File: src/rtl/pp_accum_unit.sv
// pp_accum_unit: sums unsigned 8x8 partial products into 8/16/32-bit element
// products. 32-bit elements can span several beats. Results can optionally
// be accumulated onto the previous result register.
module pp_accum_unit #(
  parameter int NUM_MULT = 8,
  parameter int RES_W    = NUM_MULT * 16
) (
  input  logic             clk,
  input  logic             reset,
  input  logic             in_valid,
  output logic             in_ready,
  input  logic [1:0]       sew,
  input  logic             acc,
  input  logic [RES_W-1:0] pp_in,
  output logic             out_valid,
  input  logic             out_ready,
  output logic [RES_W-1:0] result,
  output logic             err
);

  // Index of the final beat of a 32-bit op (1 when NUM_MULT=8, 0 when 16).
  localparam logic [1:0] LAST_BEAT_C = 2'(16 / NUM_MULT - 1);
  localparam int         NUM_E32_C   = NUM_MULT / 4;

  typedef enum logic [1:0] {
    IDLE  = 2'd0,
    ACCUM = 2'd1,
    DONE  = 2'd2
  } state_t;

  state_t             state_r;
  logic [1:0]         sew_r;
  logic               acc_r;
  logic [1:0]         beat_cnt_r;
  logic [63:0]        part_sum_r;
  logic [RES_W-1:0]   result_r;
  logic               out_valid_r;
  logic               in_ready_r;
  logic               err_r;

  logic               first_beat_s;
  logic [1:0]         eff_sew_s;
  logic               eff_acc_s;
  logic [1:0]         cur_beat_s;
  logic               accept_s;
  logic               last_beat_s;
  logic [63:0]        beat_sum_s;
  logic [63:0]        wide_sum_s;
  logic [RES_W-1:0]   next_result_s;

  // Position a 16-bit partial product of the 32x32 product by its index k:
  // A byte k%4 times B byte k/4 carries weight 2^(8*(k/4 + k%4)).
  function automatic logic [63:0] place_pp(input logic [15:0] pp, input int k);
    return {48'd0, pp} << (((k / 4) + (k % 4)) * 8);
  endfunction

  // Combine a0b0, a1b0, a0b1, a1b1 into a 32-bit 16x16 product.
  function automatic logic [31:0] combine16(input logic [63:0] pps);
    return {16'd0, pps[15:0]} + {8'd0, pps[31:16], 8'd0} +
           {8'd0, pps[47:32], 8'd0} + {pps[63:48], 16'd0};
  endfunction

  // Mode and beat index come from the inputs on the first beat, from the
  // latched copies afterwards.
  always_comb begin
    first_beat_s = (state_r == IDLE);
    eff_sew_s    = first_beat_s ? sew : sew_r;
    eff_acc_s    = first_beat_s ? acc : acc_r;
    cur_beat_s   = first_beat_s ? 2'd0 : beat_cnt_r;
    accept_s     = in_valid && in_ready_r;
    last_beat_s  = (eff_sew_s != 2'b10) || (cur_beat_s == LAST_BEAT_C);
  end

  // Weighted sum of this beat's slots for a 32-bit op, plus the running sum.
  always_comb begin
    beat_sum_s = 64'd0;
    for (int s = 0; s < NUM_MULT; s++) begin
      if ((int'(cur_beat_s) * NUM_MULT + s) < 16) begin
        beat_sum_s = beat_sum_s +
                     place_pp(pp_in[16*s +: 16], int'(cur_beat_s) * NUM_MULT + s);
      end else begin
        beat_sum_s = beat_sum_s;
      end
    end
    wide_sum_s = (first_beat_s ? 64'd0 : part_sum_r) + beat_sum_s;
  end

  // Build the element vector for the final beat, with optional accumulation.
  // Bits not covered by an element are zero.
  always_comb begin
    next_result_s = '0;
    case (eff_sew_s)
      2'b00: begin
        for (int e = 0; e < NUM_MULT; e++) begin
          next_result_s[16*e +: 16] = pp_in[16*e +: 16] +
                                      (eff_acc_s ? result_r[16*e +: 16] : 16'd0);
        end
      end
      2'b01: begin
        for (int e = 0; e < NUM_E32_C; e++) begin
          next_result_s[32*e +: 32] = combine16(pp_in[64*e +: 64]) +
                                      (eff_acc_s ? result_r[32*e +: 32] : 32'd0);
        end
      end
      2'b10: begin
        next_result_s[63:0] = wide_sum_s + (eff_acc_s ? result_r[63:0] : 64'd0);
      end
      default: begin
        next_result_s = result_r;
      end
    endcase
  end

  // Control FSM with registered handshake, result and error outputs.
  always_ff @(posedge clk) begin
    if (!reset) begin
      state_r     <= IDLE;
      sew_r       <= 2'b00;
      acc_r       <= 1'b0;
      beat_cnt_r  <= 2'd0;
      part_sum_r  <= 64'd0;
      result_r    <= '0;
      out_valid_r <= 1'b0;
      in_ready_r  <= 1'b1;
      err_r       <= 1'b0;
    end else begin
      err_r <= 1'b0;
      case (state_r)
        IDLE: begin
          if (accept_s) begin
            // Counter restarts at the first beat; it holds beats consumed.
            sew_r      <= sew;
            acc_r      <= acc;
            beat_cnt_r <= 2'd1;
            part_sum_r <= wide_sum_s;
            if (sew == 2'b11) begin
              err_r <= 1'b1;
            end else if (last_beat_s) begin
              result_r    <= next_result_s;
              out_valid_r <= 1'b1;
              in_ready_r  <= 1'b0;
              state_r     <= DONE;
            end else begin
              state_r <= ACCUM;
            end
          end
        end
        ACCUM: begin
          if (accept_s) begin
            beat_cnt_r <= beat_cnt_r + 2'd1;
            part_sum_r <= wide_sum_s;
            if (last_beat_s) begin
              result_r    <= next_result_s;
              out_valid_r <= 1'b1;
              in_ready_r  <= 1'b0;
              state_r     <= DONE;
            end
          end
        end
        DONE: begin
          if (out_ready) begin
            out_valid_r <= 1'b0;
            in_ready_r  <= 1'b1;
            state_r     <= IDLE;
          end
        end
        default: begin
          out_valid_r <= 1'b0;
          in_ready_r  <= 1'b1;
          state_r     <= IDLE;
        end
      endcase
    end
  end

  assign in_ready  = in_ready_r;
  assign out_valid = out_valid_r;
  assign result    = result_r;
  assign err       = err_r;

endmodule
File: config.mk
export PLATFORM = sky130hd
export DESIGN_NAME = pp_accum_unit
export DESIGN_NICKNAME = d
export VERILOG_FILES = /design/src/rtl/pp_accum_unit.sv
export SDC_FILE = /design/constraint.sdc
export NUM_CORES = 2
export LEC_CHECK = 0
export BUFFER_PORTS_ARGS = -buffer_cell sky130_fd_sc_hd__buf_2
export CAP_MARGIN = 15
export CELL_PAD_IN_SITES_DETAIL_PLACEMENT = 0
export CELL_PAD_IN_SITES_GLOBAL_PLACEMENT = 1
export CORE_UTILIZATION = 35
export CTS_CLUSTER_SIZE = 8
export DETAILED_ROUTE_END_ITERATION = 8
export GPL_TIMING_DRIVEN = 0
export PLACE_DENSITY_LB_ADDON = 0.1
export RECOVER_POWER = 50
export SLEW_MARGIN = 20
export SYNTH_ARGS = -nofsm -noshare
export SYNTH_HDL_FRONTEND = slang
export SYNTH_SLANG_ARGS = --single-unit
File: constraint.sdc
create_clock -name clk -period 21.7 [get_ports clk]
set_input_delay 1.085 -clock clk [delete_from_list [all_inputs] [get_ports clk]]
set_output_delay 1.085 -clock clk [all_outputs]
set_load 0.02 [all_outputs]
==> flow_summary.toml <==
[min_path]
holdPathEnd = "out_valid$_SDFFE_PN0P_"
worstHoldPathType = "reg -> reg"
hp-start = "out_valid$_SDFFE_PN0P_"
min_path_cells = 2

[critical_path]
r2r_slack_ps = 920
r2r_end = "result[63]$_SDFFE_PN0P_"
timing.rr.start = "beat_cnt_r[1]$_SDFFE_PN0P_"
slowest_delay_ps = 620
reg2reg_depth = 100
cp-start-kind = "flop"
cp_max_fo = 10
crit_path_end_kind = "flop"
cp_common_cell = "a21o_1"
cp.arrival_ps = 21360
slowest_stage = "or4b_2"
cp.required_ps = 22280
worstSetupPathType = "reg -> reg"

[grt]
antenna_found_initial = 59
grt_use_total_pct = 32.3
grt_pass1_vias = 46700
grt_max_degree = 20
gr-total-overflow = 0
grt_pass1_wl_um = 320000

[place]
place_ws_ps = -3750
port_buffers = 264
dp.cells = 8524
place_congestion = 0.932
dpl.hpwl_um = 184000

[detailed_routing]
drt_first_iter_violations = 4483
via_count = 49500
ant_nets = 0
wire_per_inst_um = 26.3
vias_per_cell = 5.76
drt_first_pass_iters = 8
drcViolationCount = 0
totalWireLength_um = 226000

[clock_network]
clock-sinks = 202
clkTransAtPathRegs_ps = 60
cts_tree = "yes"
cts.htree.levels = 1
cts-root-buf = "clkbuf_16"
postCtsHoldBufs = 0
clk_latency_ps = 640
numCtsBuffers = 30
ctsLongestPathBuffers = 3

[floorplanning]
die_h_um = 366
core_um2 = 132000
dieArea_um2 = 134000
die_width_um = 366
start_util_pct = 35.3
io_pins = 266
core.rowCount = 133

[final_layout]
stdcell_count = 8590
drive_gt1_share_pct = 5.28
fillers = 14300
ff_latch_area_um2 = 4040
nets = 7760
syn_to_final_growth_pct = 11.5
multiInputGateArea_um2 = 41400

[timing]
setup_violations = 0
finalCritPeriodShare_pct = 95.8
tightest_slew_ps = 1490
drv_slew = 0
fmax_ghz = 0.0481
max-slew-margin-rel_pct = 0.762
finClkSkew_ps = 31.9
setup_slack_ps = 917
finalHoldViolations = 0
fin_crit_ps = 20780

[synthesis]
ys.flop_type = "dfxtp_1"
avgSynthCellArea_um2 = 7.29
synth_seq_area_share_pct = 8.70
synth.distinct_cells = 112
synth-edff-count = 0
ys_warn_count = 0
async_flop_share_pct = 0
synth_area_um2 = 46500
ys_seq_elements = 202
syn_inst = 6375

[flow_run]
max_cap_viol_count = 0

[run_status]
status = "complete, no violations"
[worst max-delay path by stage]
stage,endpoint,from
finish,result[63]$_SDFFE_PN0P_,beat_cnt_r[1]$_SDFFE_PN0P_
global route,result[63]$_SDFFE_PN0P_,beat_cnt_r[1]$_SDFFE_PN0P_
CTS,result[63]$_SDFFE_PN0P_,beat_cnt_r[1]$_SDFFE_PN0P_
detailed placement,result[63]$_SDFFE_PN0P_,state_r[1]$_SDFFE_PN0P_
global placement,result[63]$_SDFFE_PN0P_,state_r[1]$_SDFFE_PN0P_
floorplan,result[63]$_SDFFE_PN0P_,beat_cnt_r[1]$_SDFFE_PN0P_
[worst max-delay path, delay by kind of cell, from the launching register on]
family,cells,cell delay (ps)
AND/OR/NAND/NOR,23,4430
AO/OA/AOI/OAI,48,9020
multiplexers,2,860
XOR/XNOR,4,600
buffers and inverters,12,1860
flip-flops,1,340
adder cells (fa/ha/maj),11,3580
[cell usage in the layout (no fill, tap or decap), drive strengths merged, types with 88 or more instances in the layout]
cell	instances
o21bai	143
a21oi	629
inv	279
buf	171
nand3	106
xor2	182
nand2	462
dfxtp	202
fa	88
o21ai	305
and3	126
nor3	135
nor2	658
a21o	310
clkbuf	378
conb	129
and2	459
a211oi	94
ha	723
xnor2	374
[per-layer routing]
metal | vias to the layer above | routed length (um) | global-route usage [%]
met5 | - | 74 | 0
met4 | 12 | 9610 | 11.1
met3 | 354 | 15700 | 2.92
met2 | 1730 | 100000 | 53.0
met1 | 23800 | 100000 | 44.1
li1 | 23700 | - | -
[through the flow]
stage	cell area (um^2)	TNS [ps]	util (%)	hold slack [ps]
after global placement	50500	-77290	38.3	437
after detailed placement	50500	-42780	38.4	442
after floorplan	47000	0	-	432
final	51800	0	39.4	448
after CTS	51600	0	39.2	450
after global routing	51800	-84.1	39.4	466
[repair_timing]
item / in CTS / in global routing
gates resized for setup: 45 / 61
setup buffers: 4 / 12
setup endpoints to repair: 30 / 15
pin swaps: 6 / 21
[final cells by class]
type | instances | area share (%)
Multi-Input combinational cell | 5790 | 79.9
Timing Repair Buffer | 283 | 2.55
Buffer | 228 | 1.83
Sequential cell | 202 | 7.80
Clock inverter | 2 | 0.0676
Clock buffer | 38 | 1.56
Inverter | 279 | 2.02
Antenna cell | 13 | 0.0628
Tap cell | 1755 | 4.24
[logic make-up (layout without fill, tap and decap cells)]
family,Yosys count,count (layout),share of synthesized area (%)
adders and majority gates,816,816,23.4
xor gates and xnor gates,561,561,10.7
other,2,142,0.0162
muxes,14,14,0.363
AOI/OAI and AO/OA,2004,2004,28.5
buffers and inverters,510,830,4.15
and+or+nand+nor,2266,2266,24.2
DFF,202,202,8.70
[state kept, by name, summed over array words and instances (netlist names)]
signal      flops
result        128
out_valid       1
acc_r           1
state_r         2
err             1
sew_r           2
beat_cnt_r      2
part_sum_r     64
in_ready        1
[cell usage after synthesis, drive strengths merged, types with 19 or more instances]
cell type / n / share of area [%]
a211oi: 94 / 1.6
nand2: 462 / 3.7
ha: 723 / 19
nor2b: 82 / 1.1
a31oi: 57 / 0.83
o211ai: 29 / 0.50
dfxtp: 202 / 8.7
nand2b: 72 / 0.97
and2: 459 / 6.2
a21oi: 629 / 6.8
nor3: 135 / 1.5
o31ai: 30 / 0.53
o21bai: 143 / 2.3
clkbuf: 211 / 1.7
or2: 21 / 0.28
inv: 279 / 2.3
xnor2: 374 / 7.0
a22oi: 60 / 0.97
a31o: 19 / 0.38
o21a: 69 / 1.1
or3: 32 / 0.43
xor2: 182 / 3.4
and3: 126 / 1.7
a21o: 310 / 5.0
buf: 20 / 0.19
fa: 88 / 3.8
nor2: 658 / 5.3
o21ai: 305 / 3.3
nand4: 42 / 0.60
a21boi: 39 / 0.64
a221oi: 54 / 1.0
nand3: 106 / 1.2
Power is left out: the tool's default activity adds up to more than one toggle a clock period on the data nets, which glitch-free logic cannot reach.
